$ cat config.mk
export PLATFORM = sky130hd
export DESIGN_NAME = quad_decoder_array_flat
export DESIGN_NICKNAME = d
export VERILOG_FILES = /design/src/rtl/quad_decoder_array_if.sv /design/src/rtl/quad_decoder_array.sv /design/src/flat_wrapper.sv
export SDC_FILE = /design/constraint.sdc
export NUM_CORES = 1
export LEC_CHECK = 0
export CORE_ASPECT_RATIO = 1.5
export CORE_MARGIN = 2
export CORE_UTILIZATION = 25
export CTS_BUF_LIST = sky130_fd_sc_hd__clkbuf_8
export CTS_CLUSTER_SIZE = 16
export DETAILED_ROUTE_END_ITERATION = 16
export PLACE_DENSITY_LB_ADDON = 0.3
export SLEW_MARGIN = 20
export SYNTH_ARGS = -nofsm -noshare
export SYNTH_HDL_FRONTEND = slang
export SYNTH_SLANG_ARGS = --single-unit
$ cat constraint.sdc
create_clock -name clk -period 2.4 [get_ports clk]
set_input_delay 0.48 -clock clk [delete_from_list [all_inputs] [get_ports clk]]
set_output_delay 0.48 -clock clk [all_outputs]
set_load 0.05 [all_outputs]
$ cat src/rtl/quad_decoder_array_if.sv
// Signal bundle between the encoder input synchronisers, the decoder array and user logic.
// The master drives phases, mode and clears; the slave (decoder) returns steps, position and error.
interface quad_decoder_array_if #(
  parameter int NUM_CH    = 2,
  parameter int POS_WIDTH = 8
);
  logic [NUM_CH-1:0]           a_sync;
  logic [NUM_CH-1:0]           b_sync;
  logic [1:0]                  mode;
  logic [NUM_CH-1:0]           clr;
  logic [NUM_CH-1:0]           step_event;
  logic [NUM_CH-1:0]           step_left;
  logic [NUM_CH*POS_WIDTH-1:0] position;
  logic [NUM_CH-1:0]           error;

  modport master (
    output a_sync, b_sync, mode, clr,
    input  step_event, step_left, position, error
  );

  modport slave (
    input  a_sync, b_sync, mode, clr,
    output step_event, step_left, position, error
  );
endinterface

$ cat src/rtl/quad_decoder_array.sv
// Multi-channel quadrature decoder: per-bit saturating contact filter, Gray-code step decode
// with x1/x2/x4 qualification, wrapping signed position and sticky illegal-transition flag.
module quad_decoder_array #(
  parameter int NUM_CH      = 2,
  parameter int FILTER_BITS = 4,
  parameter int POS_WIDTH   = 8
) (
  input logic                 clk,
  input logic                 rst,
  quad_decoder_array_if.slave bus
);
  localparam int SETTLE_W = FILTER_BITS + 2;
  localparam logic [SETTLE_W-1:0]    SETTLE  = SETTLE_W'(2 ** (FILTER_BITS + 1));
  localparam logic [FILTER_BITS-1:0] CNT_MAX = '1;

  logic [SETTLE_W-1:0]         settle_cnt;
  logic                        settled;
  logic [NUM_CH-1:0]           ev_v;
  logic [NUM_CH-1:0]           left_v;
  logic [NUM_CH-1:0]           err_v;
  logic [NUM_CH*POS_WIDTH-1:0] pos_v;

  // Masks events while filters and previous state converge on the real input levels.
  assign settled = (settle_cnt == SETTLE);

  always_ff @(posedge clk or posedge rst) begin
    if (rst) begin
      settle_cnt <= '0;
    end else if (!settled) begin
      settle_cnt <= settle_cnt + SETTLE_W'(1);
    end
  end

  for (genvar ch = 0; ch < NUM_CH; ch++) begin : g_ch
    logic [1:0]                  raw;
    logic [1:0]                  filt;
    logic [1:0]                  prev;
    logic [1:0]                  delta;
    logic [1:0][FILTER_BITS-1:0] cnt;
    logic                        qual;
    logic                        count;
    logic                        illegal;
    logic                        left;
    logic                        ev_r;
    logic                        left_r;
    logic                        err_r;
    logic [POS_WIDTH-1:0]        pos_r;

    assign raw = {bus.a_sync[ch], bus.b_sync[ch]};

    always_ff @(posedge clk or posedge rst) begin
      if (rst) begin
        filt <= '0;
        cnt  <= '0;
      end else begin
        for (int k = 0; k < 2; k++) begin
          if (raw[k] == filt[k]) begin
            cnt[k] <= '0;
          end else if (cnt[k] == CNT_MAX) begin
            filt[k] <= raw[k];
            cnt[k]  <= '0;
          end else begin
            cnt[k] <= cnt[k] + FILTER_BITS'(1);
          end
        end
      end
    end

    // State is {A,B}; with one bit changed, prev[1]^filt[0] is 1 exactly on the left sequence.
    always_comb begin
      delta   = filt ^ prev;
      illegal = &delta;
      left    = prev[1] ^ filt[0];
      qual    = 1'b1;
      case (bus.mode)
        2'b00:   qual = (filt == 2'b00);
        2'b01:   qual = (filt == 2'b00) || (filt == 2'b11);
        default: qual = 1'b1;
      endcase
      count = settled && (^delta) && qual;
    end

    always_ff @(posedge clk or posedge rst) begin
      if (rst) begin
        prev   <= '0;
        ev_r   <= 1'b0;
        left_r <= 1'b0;
        err_r  <= 1'b0;
        pos_r  <= '0;
      end else begin
        prev <= filt;
        ev_r <= count;
        if (count) begin
          left_r <= left;
        end
        if (bus.clr[ch]) begin
          pos_r <= '0;
        end else if (count) begin
          pos_r <= left ? pos_r - POS_WIDTH'(1) : pos_r + POS_WIDTH'(1);
        end
        if (bus.clr[ch]) begin
          err_r <= 1'b0;
        end else if (settled && illegal) begin
          err_r <= 1'b1;
        end
      end
    end

    assign ev_v[ch]                            = ev_r;
    assign left_v[ch]                          = left_r;
    assign err_v[ch]                           = err_r;
    assign pos_v[ch*POS_WIDTH +: POS_WIDTH]    = pos_r;
  end

  assign bus.step_event = ev_v;
  assign bus.step_left  = left_v;
  assign bus.error      = err_v;
  assign bus.position   = pos_v;
endmodule

$ cat src/flat_wrapper.sv
// flat-port wrapper written by rule: the top's interface ports become plain ports
module quad_decoder_array_flat 
#(
  parameter int NUM_CH      = 2,
  parameter int FILTER_BITS = 4,
  parameter int POS_WIDTH   = 8
)
  (clk, rst, bus_a_sync, bus_b_sync, bus_mode, bus_clr, bus_step_event, bus_step_left, bus_position, bus_error);
  quad_decoder_array_if #(.NUM_CH(NUM_CH), .POS_WIDTH(POS_WIDTH)) bus_i ();
  input logic clk;
  input logic rst;
  input wire logic [$bits(bus_i.a_sync)-1:0] bus_a_sync;
  input wire logic [$bits(bus_i.b_sync)-1:0] bus_b_sync;
  input wire logic [$bits(bus_i.mode)-1:0] bus_mode;
  input wire logic [$bits(bus_i.clr)-1:0] bus_clr;
  output wire logic [$bits(bus_i.step_event)-1:0] bus_step_event;
  output wire logic [$bits(bus_i.step_left)-1:0] bus_step_left;
  output wire logic [$bits(bus_i.position)-1:0] bus_position;
  output wire logic [$bits(bus_i.error)-1:0] bus_error;
  assign bus_i.a_sync = bus_a_sync;
  assign bus_i.b_sync = bus_b_sync;
  assign bus_i.mode = bus_mode;
  assign bus_i.clr = bus_clr;
  assign bus_step_event = bus_i.step_event;
  assign bus_step_left = bus_i.step_left;
  assign bus_position = bus_i.position;
  assign bus_error = bus_i.error;
  quad_decoder_array #(.NUM_CH(NUM_CH), .FILTER_BITS(FILTER_BITS), .POS_WIDTH(POS_WIDTH)) u_core (.clk(clk), .rst(rst), .bus(bus_i));
endmodule
==> results.sh <==
export IMPL_root_buffer="clkbuf_8"
export IMPL_syn_inst=285
export IMPL_finalSetupTns_ns=0
export IMPL_vias=2158
export IMPL_start_util=0.2534
export IMPL_max_freq_mhz=437.2
export IMPL_rsz0062_at_grt="no"
export IMPL_cts_hold_buf=0
export IMPL_worst_pin_slew_ns=0.5245
export IMPL_coreArea_um2=11410
export IMPL_period_needed_ns=2.287
export IMPL_fill_cells=1219
export IMPL_drc_errors=0
export IMPL_ctsLongestPathBuffers=2
export IMPL_antenna_cells=0
export IMPL_powerDensity_nw_per_um2=779.5
export IMPL_crit_arrival_ns=2.54
export IMPL_grt_max_degree=53
export IMPL_place_congestion=0.8256
export IMPL_leakagePower_uw=0.001508
export IMPL_yosys_area_share_simple=0.1527
export IMPL_drv_slew=0
export IMPL_track_usage=0.1031
export IMPL_max_slew_margin=0.6492
export IMPL_crit_chain="xor2_1 > buf_4 > inv_1 > fa_1 > nor2b_1 > o31a_1 > o21ai_0 > a2111oi_1 > a311o_1"
export IMPL_cp_required_ns=2.65
export IMPL_synth_seq_cells=52
export IMPL_drive_gt1_frac=0.09907
export IMPL_avgSynthCellArea_um2=10.15
export IMPL_status="complete, no violations"
export IMPL_hold_path_class="flop to flop"
export IMPL_ant_nets=0
export IMPL_cp_max_fo=8
export IMPL_ios=32
export IMPL_critPathMaxStageDelay_ns=0.41
export IMPL_dieArea_um2=12460
export IMPL_h_tree_depth=2
export IMPL_setup_violations=0
export IMPL_syn_nets=319
export IMPL_maxCapViolCount=0
export IMPL_final_hold_viol_count=0
export IMPL_cts_tree="done"
export IMPL_ys_warn_count=0
export IMPL_synth_compound_area_share=0.1311
export IMPL_dpl_cell_area_um2=3415
export IMPL_wl_per_cell_um=12.75
export IMPL_cts_buffers=5
export IMPL_overflow=0
export IMPL_final_nets=356
export IMPL_synth_cell_types=43
export IMPL_final_area_um2=3508
export IMPL_syn_to_final_growth_pct=21.33
export IMPL_synth_top_family_by_area="simple AND/OR/NAND/NOR gates"
export IMPL_clk_pin_slew_ns=0.10
export IMPL_fin_crit_sh=0.9530
export IMPL_die_y_um=135.7
export IMPL_crit_slowest_cell="dfrtp_1"
export IMPL_cts_repair_resized=0
export IMPL_insertion_delay_ns=0.31
export IMPL_whs_ns=0.4739
export IMPL_postCtsSetupRepairBufs=0
export IMPL_die_x_um=91.81
export IMPL_grt_pass1_wl_mm=10.34
export IMPL_totalWireLength_mm=6.032
export IMPL_via_per_inst=4.562
export IMPL_synth_mux_area_frac=0.03418
export IMPL_synthXorXnorAreaFrac=0.06967
export IMPL_final_setup_skew_ns=0.004811
export IMPL_cts_sinks=52
export IMPL_end_kind="flop"
export IMPL_vdd_ir_drop_max_uv=261.7
export IMPL_grt_antenna_before_repair=0
export IMPL_grt_pass1_vias=2234
export IMPL_first_iter_violations=65
export IMPL_io_buffers=31
export IMPL_synth_fa_ha_area_frac=0.1090
export IMPL_setup_worst_path_class="flop to flop"
export IMPL_first_pass_iters=4
export IMPL_hpwl_mm=4.459
export IMPL_ys_seq_area_frac=0.4500
export IMPL_rows=48
export IMPL_netlist_area_um2=2892
export IMPL_start_kind="flop"
report_power, final:
part           leakage (µW)  switching, µW  internal [µW]
Sequential         0.000674            110            994
Combinational      0.000787            678            442
Clock             0.0000479            306            204
cell usage after synthesis (all sizes together):
cell	number	area share
dfrtp	52	0.45
a21oi	25	0.043
inv	23	0.030
ha	22	0.095
nand2	21	0.027
nor2	20	0.026
xnor2	17	0.051
nand3	12	0.021
nor2b	12	0.026
o21ai	10	0.017
buf	7	0.019
mux2	7	0.027
xor2	6	0.018
a211oi	5	0.013
nand4b	5	0.015
a311oi	4	0.012
nor3b	4	0.010
clkbuf	3	0.0039
nor3	3	0.0091
a2111oi	2	0.0061
a311o	2	0.0069
a31oi	2	0.0043
and2	2	0.0043
fa	2	0.014
mux2i	2	0.0069
o21a	2	0.0052
o31a	2	0.0061
a21o	1	0.0026
and3	1	0.0022
nand3b	1	0.0026
nor4	1	0.0022
o21bai	1	0.0026
o311a	1	0.0035
o311ai	1	0.0056
o31ai	1	0.0026
or2	1	0.0022
or3	1	0.0022
or4	1	0.0026
final timing paths:
path / start / to / slack (ns) / cells after the start
min in group asynchronous: rst / u_core.g_ch[1].cnt[5] / 0.52 / 3
worst max-delay path: u_core.g_ch[0].prev[1] / u_core.g_ch[0].pos_r[6] / 0.11 / 9
max in group asynchronous: rst / u_core.g_ch[1].pos_r[7] / 1.64 / 3
worst min register to register: u_core.settle_cnt[5] / u_core.settle_cnt[5] / 0.47 / 1
worst min-delay path: u_core.settle_cnt[5] / u_core.settle_cnt[5] / 0.47 / 1
worst max register to register: u_core.g_ch[0].prev[1] / u_core.g_ch[0].pos_r[6] / 0.11 / 9
cells by family (layout without fill, tap and decap cells):
kind of cell / count (synthesis) / count (layout)
adder cells (fa/ha/maj): 24 / 24
AO/OA/AOI/OAI: 59 / 59
AND/OR/NAND/NOR: 85 / 85
XOR/XNOR: 23 / 23
multiplexers: 9 / 9
flip-flops: 52 / 52
buffers and inverters: 33 / 71
routing by layer:
metal,GRT usage,vias up,share of wire
met5,0,-,0
met4,0.03980,0,0.015
met3,0.02115,6,0.026
met2,0.1867,30,0.52
met1,0.1185,1055,0.44
li1,-,1067,-
critical path: cells and delay by family (launching register included):
| family | cells | cell delay (ns) |
|---|---|---|
| and+or+nand+nor | 1 | 0.18 |
| AOI/OAI and AO/OA | 4 | 0.84 |
| xor gates and xnor gates | 1 | 0.14 |
| DFF | 1 | 0.41 |
| buffers and inverters | 2 | 0.25 |
| adders and majority gates | 1 | 0.40 |
cell type report:
cell class / instances / area (µm²) / share of cell area
multi-input combinational: 200 / 1455 / 0.4148
sequential: 52 / 1301 / 0.3709
inverter: 23 / 86.33 / 0.02461
clock inverter: 3 / 18.77 / 0.005350
tap: 150 / 187.7 / 0.05350
clock buffer: 5 / 68.82 / 0.01961
timing repair buffer: 40 / 390.4 / 0.1113
metrics by stage:
step	setup slack, ns	total power (µW)	std cells	util
after CTS	0.001551	2774	473	0.3069
after global placement	0.04426	2226	465	0.2992
after floorplan	0.01859	1929	285	-
after global routing	0.0009648	2919	473	0.3075
after detailed placement	0.02147	2245	465	0.2992
final	0.1129	2735	473	0.3075
flip-flops by register name (all words and copies together) (netlist names):
signal,cells
u_core.g_ch.cnt,16
u_core.g_ch.pos_r,16
u_core.settle_cnt,6
u_core.g_ch.filt,4
u_core.g_ch.prev,4
u_core.g_ch.err_r,2
u_core.g_ch.ev_r,2
u_core.g_ch.left_r,2
cell usage in the layout (no fill, tap or decap), types with 9 or more instances in the layout:
master / n
nor2_1: 20
nand2_1: 21
a21oi_1: 25
clkdlybuf4s50_1: 31
dfrtp_1: 52
o21ai_0: 9
xnor2_1: 16
inv_1: 19
ha_1: 22
nand3_1: 12
nor2b_1: 12
Power figures use the tool's default switching activity.
